File: src/rtl/instr_fetch_unit.sv
// Instruction fetch stage: owns the PC, drives the sync-read program ROM and buffers the
// returned bytes with their fetch addresses in a show-ahead prefetch FIFO for the decoder.
module instr_fetch_unit #(
    parameter int                    ADDR_WIDTH   = 12,
    parameter int                    DATA_WIDTH   = 8,
    parameter int                    FIFO_DEPTH   = 4,
    parameter logic [ADDR_WIDTH-1:0] RESET_VECTOR = '0
) (
    input  logic                  clk,
    input  logic                  reset_n,
    output logic [ADDR_WIDTH-1:0] rom_address,
    input  logic [DATA_WIDTH-1:0] rom_data,
    input  logic                  redirect_valid,
    input  logic [ADDR_WIDTH-1:0] redirect_addr,
    input  logic                  halt,
    output logic                  instr_valid,
    output logic [DATA_WIDTH-1:0] instr_data,
    output logic [ADDR_WIDTH-1:0] instr_addr,
    input  logic                  instr_ready
);

    localparam int PW = $clog2(FIFO_DEPTH);
    localparam int CW = PW + 1;
    localparam logic [PW-1:0]         PTR_ONE  = PW'(1);
    localparam logic [CW-1:0]         CNT_ONE  = CW'(1);
    localparam logic [CW-1:0]         FULL_CNT = CW'(FIFO_DEPTH);
    localparam logic [ADDR_WIDTH-1:0] ADDR_ONE = ADDR_WIDTH'(1);

    typedef struct packed {
        logic [ADDR_WIDTH-1:0] addr;
        logic [DATA_WIDTH-1:0] data;
    } entry_t;

    logic [ADDR_WIDTH-1:0] pc_q, pc_d;
    logic                  inflight_q, inflight_d;
    logic [ADDR_WIDTH-1:0] inflight_addr_q, inflight_addr_d;
    logic [CW-1:0]         count_q, count_d;
    logic [PW-1:0]         rd_ptr_q, rd_ptr_d;
    logic [PW-1:0]         wr_ptr_q, wr_ptr_d;
    entry_t                mem_q [FIFO_DEPTH];
    entry_t                mem_d [FIFO_DEPTH];
    entry_t                hold_q, hold_d;

    logic                  issue;
    logic                  push;
    logic                  pop;
    logic [CW-1:0]         occupancy;
    entry_t                head;

    // Decoder handshake: a byte transfers on any cycle with instr_valid & instr_ready;
    // instr_valid never depends on instr_ready, and the head stays stable until popped or flushed.
    always_comb begin
        rom_address     = redirect_valid ? redirect_addr : pc_q;
        occupancy       = count_q + {{(CW-1){1'b0}}, inflight_q};
        issue           = redirect_valid | (~halt & (occupancy < FULL_CNT));
        head            = mem_q[rd_ptr_q];
        instr_valid     = (count_q != '0);
        instr_data      = instr_valid ? head.data : hold_q.data;
        instr_addr      = instr_valid ? head.addr : hold_q.addr;
        pop             = instr_valid & instr_ready;
        // A redirect discards whatever lands this cycle along with the buffered bytes.
        push            = inflight_q & ~redirect_valid;

        pc_d            = issue ? (rom_address + ADDR_ONE) : pc_q;
        inflight_d      = issue;
        inflight_addr_d = issue ? rom_address : inflight_addr_q;
        hold_d          = instr_valid ? head : hold_q;

        mem_d    = mem_q;
        count_d  = count_q;
        rd_ptr_d = rd_ptr_q;
        wr_ptr_d = wr_ptr_q;
        if (redirect_valid) begin
            count_d  = '0;
            rd_ptr_d = '0;
            wr_ptr_d = '0;
        end else begin
            if (push) begin
                mem_d[wr_ptr_q] = '{addr: inflight_addr_q, data: rom_data};
                wr_ptr_d        = wr_ptr_q + PTR_ONE;
            end
            if (pop) begin
                rd_ptr_d = rd_ptr_q + PTR_ONE;
            end
            if (push && !pop) begin
                count_d = count_q + CNT_ONE;
            end else if (pop && !push) begin
                count_d = count_q - CNT_ONE;
            end
        end
    end

    always_ff @(posedge clk or negedge reset_n) begin
        if (!reset_n) begin
            pc_q            <= RESET_VECTOR;
            inflight_q      <= 1'b0;
            inflight_addr_q <= '0;
            count_q         <= '0;
            rd_ptr_q        <= '0;
            wr_ptr_q        <= '0;
            hold_q          <= '0;
            for (int i = 0; i < FIFO_DEPTH; i++) begin
                mem_q[i] <= '0;
            end
        end else begin
            pc_q            <= pc_d;
            inflight_q      <= inflight_d;
            inflight_addr_q <= inflight_addr_d;
            count_q         <= count_d;
            rd_ptr_q        <= rd_ptr_d;
            wr_ptr_q        <= wr_ptr_d;
            hold_q          <= hold_d;
            mem_q           <= mem_d;
        end
    end

    // The issue gate reserves a slot for every read in flight, so a full FIFO never sees a push.
    push_while_full_a : assert property (@(posedge clk) disable iff (!reset_n)
        !(push && (count_q == FULL_CNT)));

endmodule

File: config.mk
export PLATFORM = sky130hd
export DESIGN_NAME = instr_fetch_unit
export DESIGN_NICKNAME = d
export VERILOG_FILES = /design/src/rtl/instr_fetch_unit.sv
export SDC_FILE = /design/constraint.sdc
export NUM_CORES = 1
export LEC_CHECK = 0
export ABC_AREA = 1
export CAP_MARGIN = 10
export CORE_MARGIN = 3
export CORE_UTILIZATION = 50
export DETAILED_ROUTE_END_ITERATION = 12
export GPL_TIMING_DRIVEN = 0
export PLACE_DENSITY_LB_ADDON = 0.2
export SLEW_MARGIN = 5
export SYNTH_ARGS = -nofsm -noshare
export SYNTH_HDL_FRONTEND = slang
export SYNTH_SLANG_ARGS = --single-unit
File: constraint.sdc
create_clock -name clk -period 2.2 [get_ports clk]
set_input_delay 0.22 -clock clk [delete_from_list [all_inputs] [get_ports clk]]
set_output_delay 0.22 -clock clk [all_outputs]
set_load 0.01 [all_outputs]
==> results by group <==
Detailed routing
  – # DRC: 0
  – DRT antenna net count: 0
  – Vias: 4981
  – Drt first-iter violations: 498
  – DRT Pass-1 Iters: 5
  – Met2 Wirelength: 6380 µm
  – WL met3: 917 µm
  – Met1 WL: 6560 µm
  – Avg WL per Cell: 15.0 µm
  – Highest routed layer: met4
  – Drt total wl: 14000 µm
  – Drt via density: 5.32

Synthesis
  – FF+latch count, synth: 132
  – Synth area leaders: dfrtp_1 (55%), nand2_1 (10%), o21ai_0 (8.9%)
  – Synth warn: 0
  – Yosys top cell area share: 0.551
  – Leading area contributor after synthesis: dfrtp_1
  – Count of cell types in the netlist: 33
  – Syn Area/Cell: 8.49 µm²
  – Post-synthesis sequential area ratio: 0.551
  – Post-synthesis cell count: 706
  – Post-Syn Area: 5990 µm²
  – Syn_nets: 737

Clocking
  – Root Buffer: clkbuf_16
  – Clk sinks: 132
  – Clk_lat worst skew: 0.42 ns
  – CTS H-Tree Depth: 4
  – Buffers from clock root to sink, at most: 2
  – Clock Pin Slew Worst Setup and Hold Paths: 0.05 ns
  – CTS Buf Count: 17
  – CTS tree: yes

Layout
  – Most frequent cells in the layout: nand2_1 (160), dfrtp_1 (131), nor2_1 (106)
  – N_diodes: 0
  – Post-layout nets: 813
  – Area growth from synthesis to layout: 23.0%
  – Fin util: 0.637
  – Post-route insts no fill: 936
  – Fin area: 7370 µm²
  – Fill count: 964
  – Ratio of cells with drive above 1 in the final layout: 0.124
  – Commonest non-fill, non-tap cell in the layout: nand2_1

Floorplan
  – Row count: 39
  – Die height: 115 µm
  – Total die area: 13300 µm²
  – Core Box Area: 11600 µm²
  – Initial Utilization: 0.518
  – Die width: 115 µm
  – Top Ports: 58

Global routing
  – Vias in the first global route: 4731
  – Largest net degree at the start of global routing: 69
  – First-pass GRT wire length: 23800 µm
  – Initial antenna violation count: 0
  – Total global-route track usage: 0.229
  – Remaining Overflow, GRT: 0

Critical path
  – Crit end category: output port
  – Delay-heaviest family, CP: buffers and inverters
  – Max incr delay on CP: 0.42 ns
  – Crit-path cells: inv_2 > clkbuf_4 > o21ai_0 > a31oi_1 > dlygate4sd2_1
  – CP max stage cell: dfrtp_2
  – Worst setup SP type: register
  – Setup Crit Path Kind: reg2out
  – CP required: 1.98 ns
  – Arrival time worst endpoint: 1.87 ns
  – Crit path buffers/inverters: 3
  – Critical path fanouts, max: 10

Pwr
  – Peak VDD IR: 642 µV
  – Pwr Density: 1440 nW/µm²
  – Overall Power: 10600 µW
  – Lkg Pwr: 0.00348 µW

Placed design
  – Port Buffers: 56
  – Hpwl dp: 10000 µm
  – Pre-CTS WS: -0.0428 ns
  – Placed cell count: 906
  – Routability cong.: 0.836
  – Post-Place Cell Area: 6760 µm²

STA
  – Period utilisation layout: 0.952
  – RSZ-0062 raised after global routing: false
  – Setup ws final: 0.106 ns
  – Slew Limit Fails: 0
  – Slew margin rel.: 0.592
  – Min Tclk post-route: 2.09 ns
  – Least-Margin Pin Slew: 0.612 ns
  – Worst Skew: 0.00752 ns
  – # setup viols final: 0
  – Fmax: 478 MHz
  – Final Hold Fails: 0

Worst hold path
  – Hold Crit Class: in2reg

Status
  – Status: finished clean

Run
  – Max-cap violations: 0
kinds of logic after synthesis:
group | Yosys count | synth area share
and+or+nand+nor | 310 | 0.217
AOI/OAI and AO/OA | 172 | 0.152
DFF | 132 | 0.551
buffers and inverters | 82 | 0.0604
adders and majority gates | 6 | 0.0138
xor gates and xnor gates | 4 | 0.00585
tightest hold or removal path: stages:
cell	delay (ns)
buf_6	0.13
nand2_1	0.09
nand3_1	0.08
nand3_1	0.07
nand2_1	0.05
per-layer routing:
metal / global-route usage / vias to the layer above
li1: - / 2435
met5: 0 / -
met4: 0.0759 / 0
met3: 0.0580 / 14
met1: 0.334 / 2365
met2: 0.337 / 167
flip-flops by register name, summed over array words and instances (netlist names):
register	cells
wr_ptr_q	2
count_q	3
rd_ptr_q	2
pc_q	12
inflight_q	1
mem_q	80
hold_q	20
inflight_addr_q	12
cell type report:
cell class	instances	area [µm²]	share of cell area
repair buffers	58	574	0.0779
flip-flops and latches	132	3300	0.448
clock buffers	26	519	0.0705
clock inverters	4	45.0	0.00611
well taps	143	179	0.0243
plain buffers	39	235	0.0319
inverters	42	165	0.0224
multi-input cells	492	2350	0.318
cell usage after synthesis (all sizes together):
master and number:
nand2 176, fa 1, or2 1, ha 5, xor2 3, o21a 1
dfrtp 132, o21ai 145, clkbuf 20, xnor2 1, nand3 15, nand4 4
nor2 112, nand3b 2, a21boi 1, a21oi 4, buf 20, inv 42
o21bai 1, a31oi 20
where the power goes:
group,total [µW],switching (µW),internal (µW)
Sequential,4010,519,3490
Clock,2680,969,1720
Combinational,3930,2330,1590
Total,10600,3820,6800
path summary, 6_finish.rpt:
check | from | endpoint | slack, ns | cells past startpoint
setup reg to reg | count_q[0] | count_q[2] | 0.24 | 10
min in group asynchronous | reset_n | hold_q[5] | 0.36 | 2
hold reg to reg | mem_q[54] | mem_q[54] | 0.48 | 2
hold / removal | redirect_valid | pc_q[5] | 0.25 | 5
setup / recovery | rd_ptr_q[0] | instr_data[0] | 0.11 | 5
max in group asynchronous | reset_n | mem_q[74] | 1.11 | 3
what timing repair did:
action / in CTS / in global routing
pin swaps: 0 / 1
setup endpoints to repair: 21 / 18
setup buffers: 0 / 0
resized for setup: 43 / 15
hold buffers: 1 / 0
hold endpoints to repair: 64 / 0
stage by stage:
| step | TNS, ns | hold slack (ns) |
|---|---|---|
| 2_1_floorplan | 0 | -0.0756 |
| 3_3_place_gp | -534.66 | 0.454 |
| 3_5_place_dp | -0.181 | 0.250 |
| 4_1_cts | -0.193 | 0.242 |
| 5_1_grt | 0 | 0.289 |
| 6_report | 0 | 0.249 |
No activity file was read; power rests on OpenSTA's default activity.
==> variant, RTL diff (same settings) <==
Reset style: synchronous (`reset_n`), changed in one clocked block.
--- a/src/rtl/instr_fetch_unit.sv
+++ b/src/rtl/instr_fetch_unit.sv
@@ -90,7 +90,7 @@
         end
     end
 
-    always_ff @(posedge clk or negedge reset_n) begin
+    always_ff @(posedge clk) begin
         if (!reset_n) begin
             pc_q            <= RESET_VECTOR;
             inflight_q      <= 1'b0;
Formal check against the unedited RTL: differs if reset_n is asserted again (counterexample within 4 cycles, from zero or initial values and one cycle with reset_n low); with reset_n held inactive, the same outputs for 4 cycles.
==> variant against the original RTL <==
Sequential cell count is the same; area after synthesis shrank 1.0%; worst setup slack lost 59 ps; final area shrank 1.3%; wire length grew 16%; fmax shrank 2.8%; highest routed layer unchanged.
Power is not compared: it rests on default switching activity, and its combinational part moved more than twofold at a synthesized area within 25%.
==> variant: results (changes against the original RTL) <==
[final_layout]
drive_gt1_share_pct = 13.2  ; +0.83 points
reg_top3 = mem_q (80), hold_q (20)
nNetsFinal = 929  ; +14%

[global_route]
grt_max_degree = 20  ; -71%
use_met2_pct = 42.0  ; +8.3 points
grt_first_pass_wirelength_mm = 26.7  ; +12%
grt.total_usage_pct = 25.3  ; +2.4 points
grt_pass1_vias = 5585  ; +18%
grtUsageMet1_pct = 31.8  ; -1.6 points

[critical_path]
slowest_delay_ps = 320  ; -100 ps
cpMaxStageDelayCell = dfxtp_1

[synth]
synth_nets = 853  ; +16%
synthTopCellsByCount = nand2_1, a21oi_1, dfxtp_1, o21ai_0, inv_1
synth-async-reset-ratio_pct = 0  ; -100 points
synth.area.top_cells = dfxtp_1, a21oi_1, nand2_1, o21ai_0, nand3_1
ys_seq_area_share_pct = 44.6  ; -11 points

[timing]
fin_worst_skew_ps = 4.85  ; -2.68 ps
worst_pin_slew_ps = 584  ; -27.5 ps

[detailed_routing]
detail_route.vias_per_cell = 5.39  ; +1.4%
initialDrtViolationCount = 511  ; +2.6%
wirelength_mm = 16.3  ; +16%

[status]
status = completed

[place]
port_buffers = 55  ; -1.8%
place_congestion = 0.920  ; +10%
dp_hpwl_mm = 11.8  ; +18%
placed_cell_area_um2 = 6660  ; -1.5%

==> variant: timing repair <==
action                                  in CTS  in global routing
endpoints found under the setup margin      23                 22
hold buffers                                 0                  0
setup buffers                                0                  3
pin swaps                                    3                  2
resized for setup                           50                 42
==> variant: cell type report <==
class / instances / area, um^2
buffer: 57 / 330
clock buffer: 23 / 478
clock inverter: 9 / 78.8
fill: 1022 / 4240
inverter: 70 / 265
multi-input combinational: 561 / 2770
sequential: 132 / 2650
tap: 143 / 179
timing repair buffer: 58 / 531
==> variant: logic make-up (layout without fill, tap and decap cells) <==
family	Yosys count	in the layout	share of synthesized area (%)
fa+ha+maj	7	7	1.60
flops	132	132	44.6
simple gates	285	285	21.1
compound gates	266	266	23.0
buf+inv	128	217	9.30
xor+xnor	3	3	0.443
==> variant: tightest hold or removal path: stages <==
cell and delay [ps]:
buf_2 170, o21ai_0 90, inv_1 40, nand2_1 50, inv_1 30
==> variant: metal layers <==
metal  wire length, um  part of all wire, %
met2              7740                   48
met5                 0                    0
met3              1130                  6.9
met4               435                  2.7
met1              6960                   43
==> variant: through the flow <==
step	worst slack, ps	std cells	power (W)
2_1_floorplan	274	821	0.00296
3_3_place_gp	-196	1019	0.00320
3_5_place_dp	-289	1019	0.00322
4_1_cts	-97.7	1050	0.00583
5_1_grt	-63.0	1053	0.00606
6_report	46.4	1053	0.00584
==> variant: power groups by stage <==
stage	Combinational, W	Clock [W]	Sequential, W
after floorplan	0.000401	0	0.00255
after global placement	0.000632	0	0.00257
after detailed placement	0.000645	0	0.00257
after CTS	0.000650	0.00266	0.00252
after global routing	0.000740	0.00278	0.00253
final	0.000669	0.00264	0.00253
==> variant: final timing paths <==
path	startpoint	endpoint	slack [ps]	depth (start not counted)
worst min-delay path	reset_n	pc_q[9]$_SDFFE_PN0P_	230	5
worst min register to register	mem_q[48]$_SDFFE_PN0P_	mem_q[48]$_SDFFE_PN0P_	450	2
worst max-delay path	rd_ptr_q[0]$_SDFFE_PP0P_	instr_data[2]	50	10
worst max register to register	count_q[0]$_SDFFE_PP0P_	count_q[2]$_SDFFE_PP0P_	180	11
